$ cat config.mk
export PLATFORM = sky130hd
export DESIGN_NAME = hazard_stall_ctrl
export DESIGN_NICKNAME = d
export VERILOG_FILES = /design/src/rtl/pipe_ctrl_pkg.sv /design/src/rtl/hazard_stall_ctrl_fwd_unit.sv /design/src/rtl/hazard_stall_ctrl.sv
export SDC_FILE = /design/constraint.sdc
export NUM_CORES = 1
export LEC_CHECK = 0
export BUFFER_PORTS_ARGS = -buffer_cell sky130_fd_sc_hd__buf_2
export CORE_ASPECT_RATIO = 1.25
export CORE_MARGIN = 2
export CORE_UTILIZATION = 54
export CTS_CLUSTER_DIAMETER = 30
export DETAILED_ROUTE_END_ITERATION = 16
export PLACE_DENSITY = 0.85
export SLEW_MARGIN = 20
export SYNTH_ARGS = -nofsm -noshare
export SYNTH_HDL_FRONTEND = slang
export SYNTH_HIERARCHICAL = 1
export SYNTH_SLANG_ARGS = --single-unit
$ cat constraint.sdc
create_clock -name clock -period 4.4 [get_ports clock]
set_input_delay 0.44 -clock clock [delete_from_list [all_inputs] [get_ports clock]]
set_output_delay 0.44 -clock clock [all_outputs]
set_load 0.02 [all_outputs]
$ cat src/rtl/pipe_ctrl_pkg.sv
// ---------------------------------------------------------------------------
// pipe_ctrl_pkg
// Shared definitions for the 5-stage MIPS pipeline sequencing controller.
//   state_t     : controller states (RUN, STALL, DRAIN, HALTED)
//   FWD_*       : EX-stage ALU operand select encodings
//   HALT_INSTR  : the all-ones instruction word that requests a halt
//   regMatch    : "this writer produces the register this reader needs"
//   isHaltInstr : compares a fetched word against HALT_INSTR
// ---------------------------------------------------------------------------
package pipe_ctrl_pkg;

   typedef enum logic [1:0] {
      RUN    = 2'd0,
      STALL  = 2'd1,
      DRAIN  = 2'd2,
      HALTED = 2'd3
   } state_t;

   localparam logic [1:0] FWD_RF  = 2'b00;
   localparam logic [1:0] FWD_MEM = 2'b10;
   localparam logic [1:0] FWD_WB  = 2'b01;

   localparam logic [31:0] HALT_INSTR = 32'hFFFF_FFFF;

   // Register $zero is hardwired, so a write to it never produces a
   // dependency, even when RegWrite is set.
   function automatic logic regMatch(input logic       wrEn,
                                     input logic [4:0] wrReg,
                                     input logic [4:0] srcReg);
      return wrEn && (wrReg != 5'd0) && (wrReg == srcReg);
   endfunction

   function automatic logic isHaltInstr(input logic [31:0] instr);
      return instr == HALT_INSTR;
   endfunction

endpackage

$ cat src/rtl/hazard_stall_ctrl_fwd_unit.sv
// ---------------------------------------------------------------------------
// fwd_unit
// Purely combinational EX-stage forwarding select generation.
// Ports:
//   i_exRs, i_exRt         source registers of the instruction in ID/EX
//   i_memRegWrite/WrReg    EX/MEM writer
//   i_wbRegWrite/WrReg     MEM/WB writer
//   o_fwdA, o_fwdB         ALU operand selects (FWD_RF / FWD_MEM / FWD_WB)
// ---------------------------------------------------------------------------
module fwd_unit
   import pipe_ctrl_pkg::*;
(
   input  logic [4:0] i_exRs,
   input  logic [4:0] i_exRt,
   input  logic       i_memRegWrite,
   input  logic [4:0] i_memWrReg,
   input  logic       i_wbRegWrite,
   input  logic [4:0] i_wbWrReg,
   output logic [1:0] o_fwdA,
   output logic [1:0] o_fwdB
);

   // EX/MEM holds the younger result, so it is checked first and wins
   // whenever both later stages write the same register.
   always_comb begin
      o_fwdA = FWD_RF;
      if (regMatch(i_memRegWrite, i_memWrReg, i_exRs)) begin
         o_fwdA = FWD_MEM;
      end else if (regMatch(i_wbRegWrite, i_wbWrReg, i_exRs)) begin
         o_fwdA = FWD_WB;
      end
   end

   // Operand B follows exactly the same priority using rt.
   always_comb begin
      o_fwdB = FWD_RF;
      if (regMatch(i_memRegWrite, i_memWrReg, i_exRt)) begin
         o_fwdB = FWD_MEM;
      end else if (regMatch(i_wbRegWrite, i_wbWrReg, i_exRt)) begin
         o_fwdB = FWD_WB;
      end
   end

endmodule

$ cat src/rtl/hazard_stall_ctrl.sv
// ---------------------------------------------------------------------------
// hazard_stall_ctrl
// Pipeline sequencing controller for the 5-stage MIPS datapath.
//   - load-use hazard detection with LOAD_LAT bubble cycles per hazard
//   - wrong-path squash on a taken branch resolved in EX
//   - EX-stage forwarding selects (via fwd_unit)
//   - orderly halt: freeze fetch, drain DRAIN_CYCLES cycles, report halted
// Ports:
//   clock, reset                 rising-edge clock, synchronous active-high reset
//   id_rs, id_rt                 sources of the instruction in IF/ID
//   ex_rs, ex_rt                 sources of the instruction in ID/EX
//   ex_memread, ex_wr_reg        ID/EX load flag and destination
//   mem_regwrite, mem_wr_reg     EX/MEM writer
//   wb_regwrite, wb_wr_reg       MEM/WB writer
//   ex_branch_taken              branch in EX resolved taken
//   halt_req                     fetched word is the halt instruction
//   pc_write, if_id_write        PC / IF/ID load enables
//   if_id_flush, id_ex_bubble    IF/ID loads NOP / ID/EX loads zero control
//   fwd_a, fwd_b                 ALU operand selects
//   halted                       pipeline drained and frozen
//   stall_count                  saturating count of load-use bubble cycles
// ---------------------------------------------------------------------------
module hazard_stall_ctrl
   import pipe_ctrl_pkg::*;
#(
   parameter int LOAD_LAT     = 1,
   parameter int DRAIN_CYCLES = 4,
   parameter int CNT_W        = 16
)(
   input  logic             clock,
   input  logic             reset,
   input  logic [4:0]       id_rs,
   input  logic [4:0]       id_rt,
   input  logic [4:0]       ex_rs,
   input  logic [4:0]       ex_rt,
   input  logic             ex_memread,
   input  logic [4:0]       ex_wr_reg,
   input  logic             mem_regwrite,
   input  logic [4:0]       mem_wr_reg,
   input  logic             wb_regwrite,
   input  logic [4:0]       wb_wr_reg,
   input  logic             ex_branch_taken,
   input  logic             halt_req,
   output logic             pc_write,
   output logic             if_id_write,
   output logic             if_id_flush,
   output logic             id_ex_bubble,
   output logic [1:0]       fwd_a,
   output logic [1:0]       fwd_b,
   output logic             halted,
   output logic [CNT_W-1:0] stall_count
);

   // The first bubble is issued from RUN, so the stall counter only has
   // to cover the remaining LOAD_LAT-1 cycles; the same holds for the
   // drain counter, whose first frozen cycle is the halt_req cycle itself.
   localparam logic [2:0]       STALL_LOAD = 3'(LOAD_LAT - 1);
   localparam logic [3:0]       DRAIN_LOAD = 4'(DRAIN_CYCLES - 1);
   localparam logic [CNT_W-1:0] CNT_ONE    = {{(CNT_W-1){1'b0}}, 1'b1};

   state_t           r_state;
   logic [2:0]       r_stallCnt;
   logic [3:0]       r_drainCnt;
   logic [CNT_W-1:0] r_stallCount;

   state_t           w_nextState;
   logic [2:0]       w_nextStallCnt;
   logic [3:0]       w_nextDrainCnt;
   logic             w_countStall;
   logic             w_loadUse;
   logic             w_cntSat;

   // A load in EX whose destination feeds the instruction in ID cannot be
   // forwarded in time; the consumer must wait in ID.
   assign w_loadUse = ex_memread && (ex_wr_reg != 5'd0) &&
                      ((ex_wr_reg == id_rs) || (ex_wr_reg == id_rt));

   assign w_cntSat    = &r_stallCount;
   assign stall_count = r_stallCount;

   // Forwarding is independent of the sequencing state.
   fwd_unit u_fwdUnit (
      .i_exRs        (ex_rs),
      .i_exRt        (ex_rt),
      .i_memRegWrite (mem_regwrite),
      .i_memWrReg    (mem_wr_reg),
      .i_wbRegWrite  (wb_regwrite),
      .i_wbWrReg     (wb_wr_reg),
      .o_fwdA        (fwd_a),
      .o_fwdB        (fwd_b)
   );

   // State, counters and the statistics counter. Reset returns everything
   // to a running pipeline with no history.
   always_ff @(posedge clock) begin
      if (reset) begin
         r_state      <= RUN;
         r_stallCnt   <= 3'd0;
         r_drainCnt   <= 4'd0;
         r_stallCount <= '0;
      end else begin
         r_state    <= w_nextState;
         r_stallCnt <= w_nextStallCnt;
         r_drainCnt <= w_nextDrainCnt;
         if (w_countStall && !w_cntSat) begin
            r_stallCount <= r_stallCount + CNT_ONE;
         end
      end
   end

   // Next-state and zero-latency control outputs. A taken branch always
   // wins (except once halted): whatever is behind it in IF and ID is
   // wrong-path work, including a pending stall or a halt that was fetched
   // speculatively. On a branch the PC stays enabled so it can take the
   // target.
   always_comb begin
      w_nextState    = r_state;
      w_nextStallCnt = r_stallCnt;
      w_nextDrainCnt = r_drainCnt;
      w_countStall   = 1'b0;
      pc_write       = 1'b1;
      if_id_write    = 1'b1;
      if_id_flush    = 1'b0;
      id_ex_bubble   = 1'b0;
      halted         = 1'b0;

      case (r_state)
         RUN: begin
            if (ex_branch_taken) begin
               if_id_flush  = 1'b1;
               id_ex_bubble = 1'b1;
            end else if (halt_req) begin
               pc_write       = 1'b0;
               if_id_flush    = 1'b1;
               w_nextDrainCnt = DRAIN_LOAD;
               w_nextState    = DRAIN;
            end else if (w_loadUse) begin
               pc_write     = 1'b0;
               if_id_write  = 1'b0;
               id_ex_bubble = 1'b1;
               w_countStall = 1'b1;
               if (LOAD_LAT > 1) begin
                  w_nextStallCnt = STALL_LOAD;
                  w_nextState    = STALL;
               end
            end
         end

         STALL: begin
            if (ex_branch_taken) begin
               if_id_flush    = 1'b1;
               id_ex_bubble   = 1'b1;
               w_nextStallCnt = 3'd0;
               w_nextState    = RUN;
            end else begin
               pc_write     = 1'b0;
               if_id_write  = 1'b0;
               id_ex_bubble = 1'b1;
               w_countStall = 1'b1;
               if (r_stallCnt <= 3'd1) begin
                  w_nextStallCnt = 3'd0;
                  w_nextState    = RUN;
               end else begin
                  w_nextStallCnt = r_stallCnt - 3'd1;
               end
            end
         end

         // Older instructions keep flowing through ID/EX..WB; only new
         // fetches are suppressed.
         DRAIN: begin
            if (ex_branch_taken) begin
               if_id_flush    = 1'b1;
               id_ex_bubble   = 1'b1;
               w_nextDrainCnt = 4'd0;
               w_nextState    = RUN;
            end else begin
               pc_write    = 1'b0;
               if_id_flush = 1'b1;
               if (r_drainCnt <= 4'd1) begin
                  w_nextDrainCnt = 4'd0;
                  w_nextState    = HALTED;
               end else begin
                  w_nextDrainCnt = r_drainCnt - 4'd1;
               end
            end
         end

         HALTED: begin
            pc_write     = 1'b0;
            if_id_write  = 1'b0;
            if_id_flush  = 1'b1;
            id_ex_bubble = 1'b1;
            halted       = 1'b1;
         end

         default: begin
            w_nextState = RUN;
         end
      endcase

      // While reset is held the pipeline is presented as freshly running.
      if (reset) begin
         pc_write     = 1'b1;
         if_id_write  = 1'b1;
         if_id_flush  = 1'b0;
         id_ex_bubble = 1'b0;
         halted       = 1'b0;
         w_countStall = 1'b0;
      end
   end

endmodule

== Word-level counts from Yosys, hierarchy flattened ==
Cells that the tools add are included.

* Bits in registers: 25
* Output and inout port bits: 25
* Logic and storage cells: 88

* $add $sub $neg: 3
* Magnitude comparators: 2
* Equal/unequal tests: 13
* Multiplexer cells: 43
* Reductions and logical operators: 23

{| class="wikitable"
|+ Operators with widths
! operator !! number
|-
| $eq A5 B5 Y1 || 6
|-
| $mux W1 || 22
|-
| $add A16 B1 Y16 const B || 1
|-
| $mux W2 || 8
|-
| $mux W4 || 4
|-
| $reduce_and A16 Y1 || 1
|-
| $reduce_bool A5 Y1 || 3
|-
| $pmux W1 S3 || 4
|-
| $logic_and A1 B1 Y1 || 9
|-
| $pmux W4 S2 || 1
|-
| $mux W3 || 2
|-
| $ne A3 B3 Y1 const B || 2
|-
| $pmux W2 S3 || 1
|-
| $reduce_or A2 Y1 || 3
|-
| $reduce_and A5 Y1 || 1
|-
| $eq A2 B2 Y1 const B || 2
|-
| $le A4 B1 Y1 const B || 1
|-
| $ne A2 B2 Y1 const B || 2
|-
| $sub A4 B1 Y4 const B || 1
|-
| $le A3 B1 Y1 const B || 1
|-
| $reduce_and A3 Y1 || 1
|-
| $reduce_bool A3 Y1 || 1
|-
| $sub A3 B1 Y3 const B || 1
|-
| $eq A2 B1 Y1 const B || 1
|-
| 5 further kinds || 5
|}

== Logic depth before layout (Yosys ltp) ==
* Depth in word-level cells: 9
* Mapped depth: 10
* Gate-level depth less buffers: 8

== Cells and area by module ==
Netlist, hierarchy kept.

{| class="wikitable"
|+ By module, submodules not included
! module !! times used !! cells each !! area an instance (µm²) !! sequential area each (µm²)
|-
| hazard_stall_ctrl || 1 || 204 || 1709.1 || 500.5
|-
| fwd_unit || 1 || 34 || 257.7 || 0.0
|}

== Worst setup path after synthesis ==
Ideal clock, no wire load.

* Path type: input to output
* Start point: input port mem_wr_reg[1]
* End point: output port fwd_a[0]
* Data arrival time: 1.992 ns
* Required time: 3.960 ns
* Setup slack: 1.968 ns
* Stages on the path: 4
* Buffers on the path: 0
* Path through: or4_1 -> o21ai_2 -> nor4_1 -> nor4_1

* Longest elaborated chain between the ends: 4

{| class="wikitable"
|+ RTL lines
! what !! line !! source
|-
| start, declared || hazard_stall_ctrl.sv:39 || <nowiki>input logic [4:0] mem_wr_reg,</nowiki>
|-
| $reduce_bool A5 Y1 || pipe_ctrl_pkg.sv:30 || <nowiki>return wrEn && (wrReg != 5'd0) && (wrReg == srcReg);</nowiki>
|-
| $logic_and A1 B1 Y1 || pipe_ctrl_pkg.sv:30 ||
|-
| $logic_and A1 B1 Y1 * || pipe_ctrl_pkg.sv:30 ||
|-
| $mux W2 * || hazard_stall_ctrl_fwd_unit.sv:27 || <nowiki>if (regMatch(i_memRegWrite, i_memWrReg, i_exRs)) begin</nowiki>
|-
| end, declared || hazard_stall_ctrl.sv:48 || <nowiki>output logic [1:0] fwd_a,</nowiki>
|}

Every way passes the cells marked *; elsewhere a longest branch is shown, timed or not.

== Final worst setup path ==
* Start point: register r_state[1]
* End point: register r_stallCount[14] (netlist: stall_count[14])

* Longest elaborated chain between the ends: 4

{| class="wikitable"
|+ RTL lines
! what !! line !! source
|-
| start, declared || hazard_stall_ctrl.sv:61 || <nowiki>state_t r_state;</nowiki>
|-
| start signal, assigned || hazard_stall_ctrl.sv:102 || <nowiki>r_state <= w_nextState;</nowiki>
|-
| $eq A2 B1 Y1 or $logic_not A2 Y1 (tied branches) || hazard_stall_ctrl.sv:127 || <nowiki>case (r_state)</nowiki>
|-
| $pmux W1 S2 * || hazard_stall_ctrl.sv:127 ||
|-
| $mux W1 * || hazard_stall_ctrl.sv:203 || <nowiki>if (reset) begin</nowiki>
|-
| $logic_and A1 B1 Y1 * || hazard_stall_ctrl.sv:105 || <nowiki>if (w_countStall && !w_cntSat) begin</nowiki>
|-
| end signal, assigned || hazard_stall_ctrl.sv:106 || <nowiki>r_stallCount <= r_stallCount + CNT_ONE;</nowiki>
|-
| end, declared || hazard_stall_ctrl.sv:64 || <nowiki>logic [CNT_W-1:0] r_stallCount;</nowiki>
|}

Marked as above.
A chain may end at the register's enable or synchronous reset.

==> results list <==
- Input and output buffers added on the ports amount to 66.
- Required time of the critical path: 4600 ps
* Number of buffers added for setup after CTS: 0
- In the synthesized netlist, the number of instances is 238.
- Type of destination of the critical path: flop
- In this run, CTS created clock tree buffers numbering 3.
* Initial antenna violation count: 0
* Iteration-0 DRC Markers: ~110
* IR drop worst, VDD: 200.8 uV
- Worst clock skew: about 2.8 ps
- Leakage component of the power: ~0.92 nW
- Measured along the x axis, the die boundary spans 57.98 um.
- Leaving out fill and tap cells, the most frequent cell in the layout is sky130_fd_sc_hd__buf_2.
- Share of flip-flops with an asynchronous set or reset after synthesis: 0
- Number of top-level pins: 67
* Total half-perimeter wirelength after legalization and detailed placement: ~3700 um
- Clock-pin slew on the worst setup and hold paths: about 80 ps
- Commonest cells after routing, fill and taps aside: sky130_fd_sc_hd__buf_2 (66), sky130_fd_sc_hd__xnor2_1 (26), sky130_fd_sc_hd__dfxtp_1 (25)
- Run status: finished clean
- Post-synthesis average cell area: 8.264 um2
* Setup TNS Final: 0 ps
- Num Clock Sinks: 25
- The setup path with the least slack is of type flop to flop.
* Global Route Usage Sum: 0.2321
- Cell area after synthesis: a little under 2000 um2
- CTS built an H-tree with a depth of 1.
- Row generation in the floorplan step produced 24 rows.
* DR WL met2: between 2000 and 2500 um
- Summed over all layers, the global routing overflow is 0.
* Power density normalized to cell area: around 220 nW/um2
- Final critical-path required period: roughly 2500 ps
- The die is 71.48 um tall.
* Area share of the largest cell type after synthesis: 0.2545
- For the pin with the worst max-slew slack, the measured transition is between 500 and 600 ps.
* Deepest clock path buffer count: 2
- CTS Root Cell: sky130_fd_sc_hd__clkbuf_8
* Sequential area share after synthesis: 0.2545
- The path class of the tightest hold or removal check is flop to flop.
- Setup repair after global routing left no endpoint under its margin.
- Dominant cells by area after synthesis: sky130_fd_sc_hd__dfxtp_1 (25%), sky130_fd_sc_hd__xnor2_1 (12%), sky130_fd_sc_hd__ha_1 (5.7%)
* Initial cell density of the core: 0.5647
- In the final routing, the length of wire on met1 measures between 2000 and 2500 um.
- The core region is roughly 3500 um2.
- NumNets Final: 353
- Vias in the first global route: 1,839
- Achievable frequency: ~0.4 GHz
- The worst pin sits at a relative slew slack of 0.6040.
* Via-per-instance ratio: around 6
- The die covers approximately 4100 um2.
- CP Max Fanout: 17
- In this run the remaining antenna-violating nets after routing total 0.
- Pre-Repair DR Iteration Count: 4
* Post-placement cell count: 335
- Slack of the worst reg-to-reg path: approximately 1900 ps
- Sort of element at the start of the critical path: flop
- Ratio of final minimum period to clock period: 0.5719
- Layout cells sized above 1: 0.3056
- Max-cap violations in this run came to 0.
- Ys Warns: 6
- Wire length reported by the detailed router: 4708 um
- Entering global routing, the biggest net connects 29 pins.
- Final weighted congestion of routability-driven global placement: 0.8129
- Met3 wire length: 303 um
* Distinct cell type count of the synthesized netlist: a little over 50
- TritonCTS built the clock tree.
- For the worst-skew pair, the clock arrives at the later sink with an insertion delay of approximately 260 ps.
* Number of hold violations in the final report: 0
- Signal routing reaches up to met4.
* DR DRC count: 0
- Antenna diode count: 0
- Slew Limit Fails: 0
* Register bit count reported by yosys: 25
* Post-CTS resize count: 0
- Number of flops mapped to enable cells by yosys: 0
- Core Util, Final: 0.6742
* Top cell type by total area after synthesis: sky130_fd_sc_hd__dfxtp_1
- Synth Flop Type: sky130_fd_sc_hd__dfxtp_1
- The number of nets handed over by synthesis was approximately 290.
- Count of hold-fix buffers inserted at cts: 0
- Cell Count, Final, Fillers Out: 340
- Data arrival time at the worst-slack endpoint: 2710 ps
* Signed area change from the synthesized netlist to the final layout: 19.40%
- Setup violations remaining at the end of the flow were counted as 0.
- Wire length of the first global-routing pass: between 7000 and 8000 um
- In the final routed layout, each cell accounts on average for between 10 and 15 um.
- DR vias: 2,020
==> cells in the mapped netlist, drive strengths merged, types with 2 or more instances <==
cell,number
a211oi,2
a21oi,17
a311oi,2
and3,4
buf,7
clkbuf,3
dfxtp,25
ha,9
inv,13
nand2,11
nand3,17
nand3b,2
nand4,6
nor2,15
nor2b,3
nor3,3
nor4,7
o211ai,2
o21a,4
o21ai,18
o22a,2
o31a,2
o31ai,8
or3,6
or4,9
xnor2,26
xor2,5
==> path summary, 6_finish.rpt <==
path / from / endpoint / cells after the start
worst max-delay path: r_state[1] / stall_count[14] / 9
worst min-delay path: r_drainCnt[3] / r_drainCnt[3] / 2
worst max register to register: r_state[1] / stall_count[14] / 9
worst min register to register: r_drainCnt[3] / r_drainCnt[3] / 2
==> logic make-up (layout without fill, tap and decap cells) <==
logic type      Yosys count  after routing  synth area share
buf+inv                  23             86           0.05980
compound gates           61             61            0.2188
flops                    25             25            0.2545
xor+xnor                 31             31            0.1419
mux                       2              2           0.01081
fa+ha+maj                 9              9           0.05725
simple gates             87             87            0.2570
==> worst max-delay path, stage by stage, from the launching register on <==
cell	delay, ps
sky130_fd_sc_hd__dfxtp_1	350
sky130_fd_sc_hd__inv_1	90
sky130_fd_sc_hd__ha_1	340
sky130_fd_sc_hd__nor2b_2	260
sky130_fd_sc_hd__o211ai_2	120
sky130_fd_sc_hd__nor4_2	250
sky130_fd_sc_hd__a22oi_2	220
sky130_fd_sc_hd__buf_6	220
sky130_fd_sc_hd__or4_1	460
sky130_fd_sc_hd__a21oi_1	140
==> metrics by stage <==
stage                     setup slack (ps)  hold WS (ps)  power [mW]  area (um2)
final                                 1883         481.9      0.5086        2349
after detailed placement              1621         472.5      0.3760        2292
after global placement                1645         455.8      0.3721        2292
after global routing                  1689         546.0      0.5393        2349
after CTS                             1608         484.0      0.5102        2337
after floorplan                       1968         439.9      0.3287        1967
==> metal layers <==
| layer | up-vias | track usage |
|---|---|---|
| met1 | 936 | 0.2892 |
| li1 | 998 | - |
| met3 | 6 | 0.03249 |
| met4 | 0 | 0.05943 |
| met2 | 80 | 0.4141 |
| met5 | - | 0 |
==> sequential cells by signal (all words and copies together), names as in the netlist <==
| register | cells |
|---|---|
| r_stallCnt | 3 |
| r_drainCnt | 4 |
| stall_count | 16 |
| r_state | 2 |
==> area by class of cell <==
class,instances,area (um2)
inverters,13,48.80
fillers,298,1135
flip-flops and latches,25,500.5
repair buffers,69,356.6
clock buffers,4,45.04
multi-input cells,190,1349
well taps,39,48.80
==> power by group <==
group | internal [mW] | switching, mW
Sequential | 0.231 | 0.00468
Combinational | 0.0610 | 0.0763
Clock | 0.0647 | 0.0713
Total | 0.356 | 0.152
(Power assumes the default switching activity.)
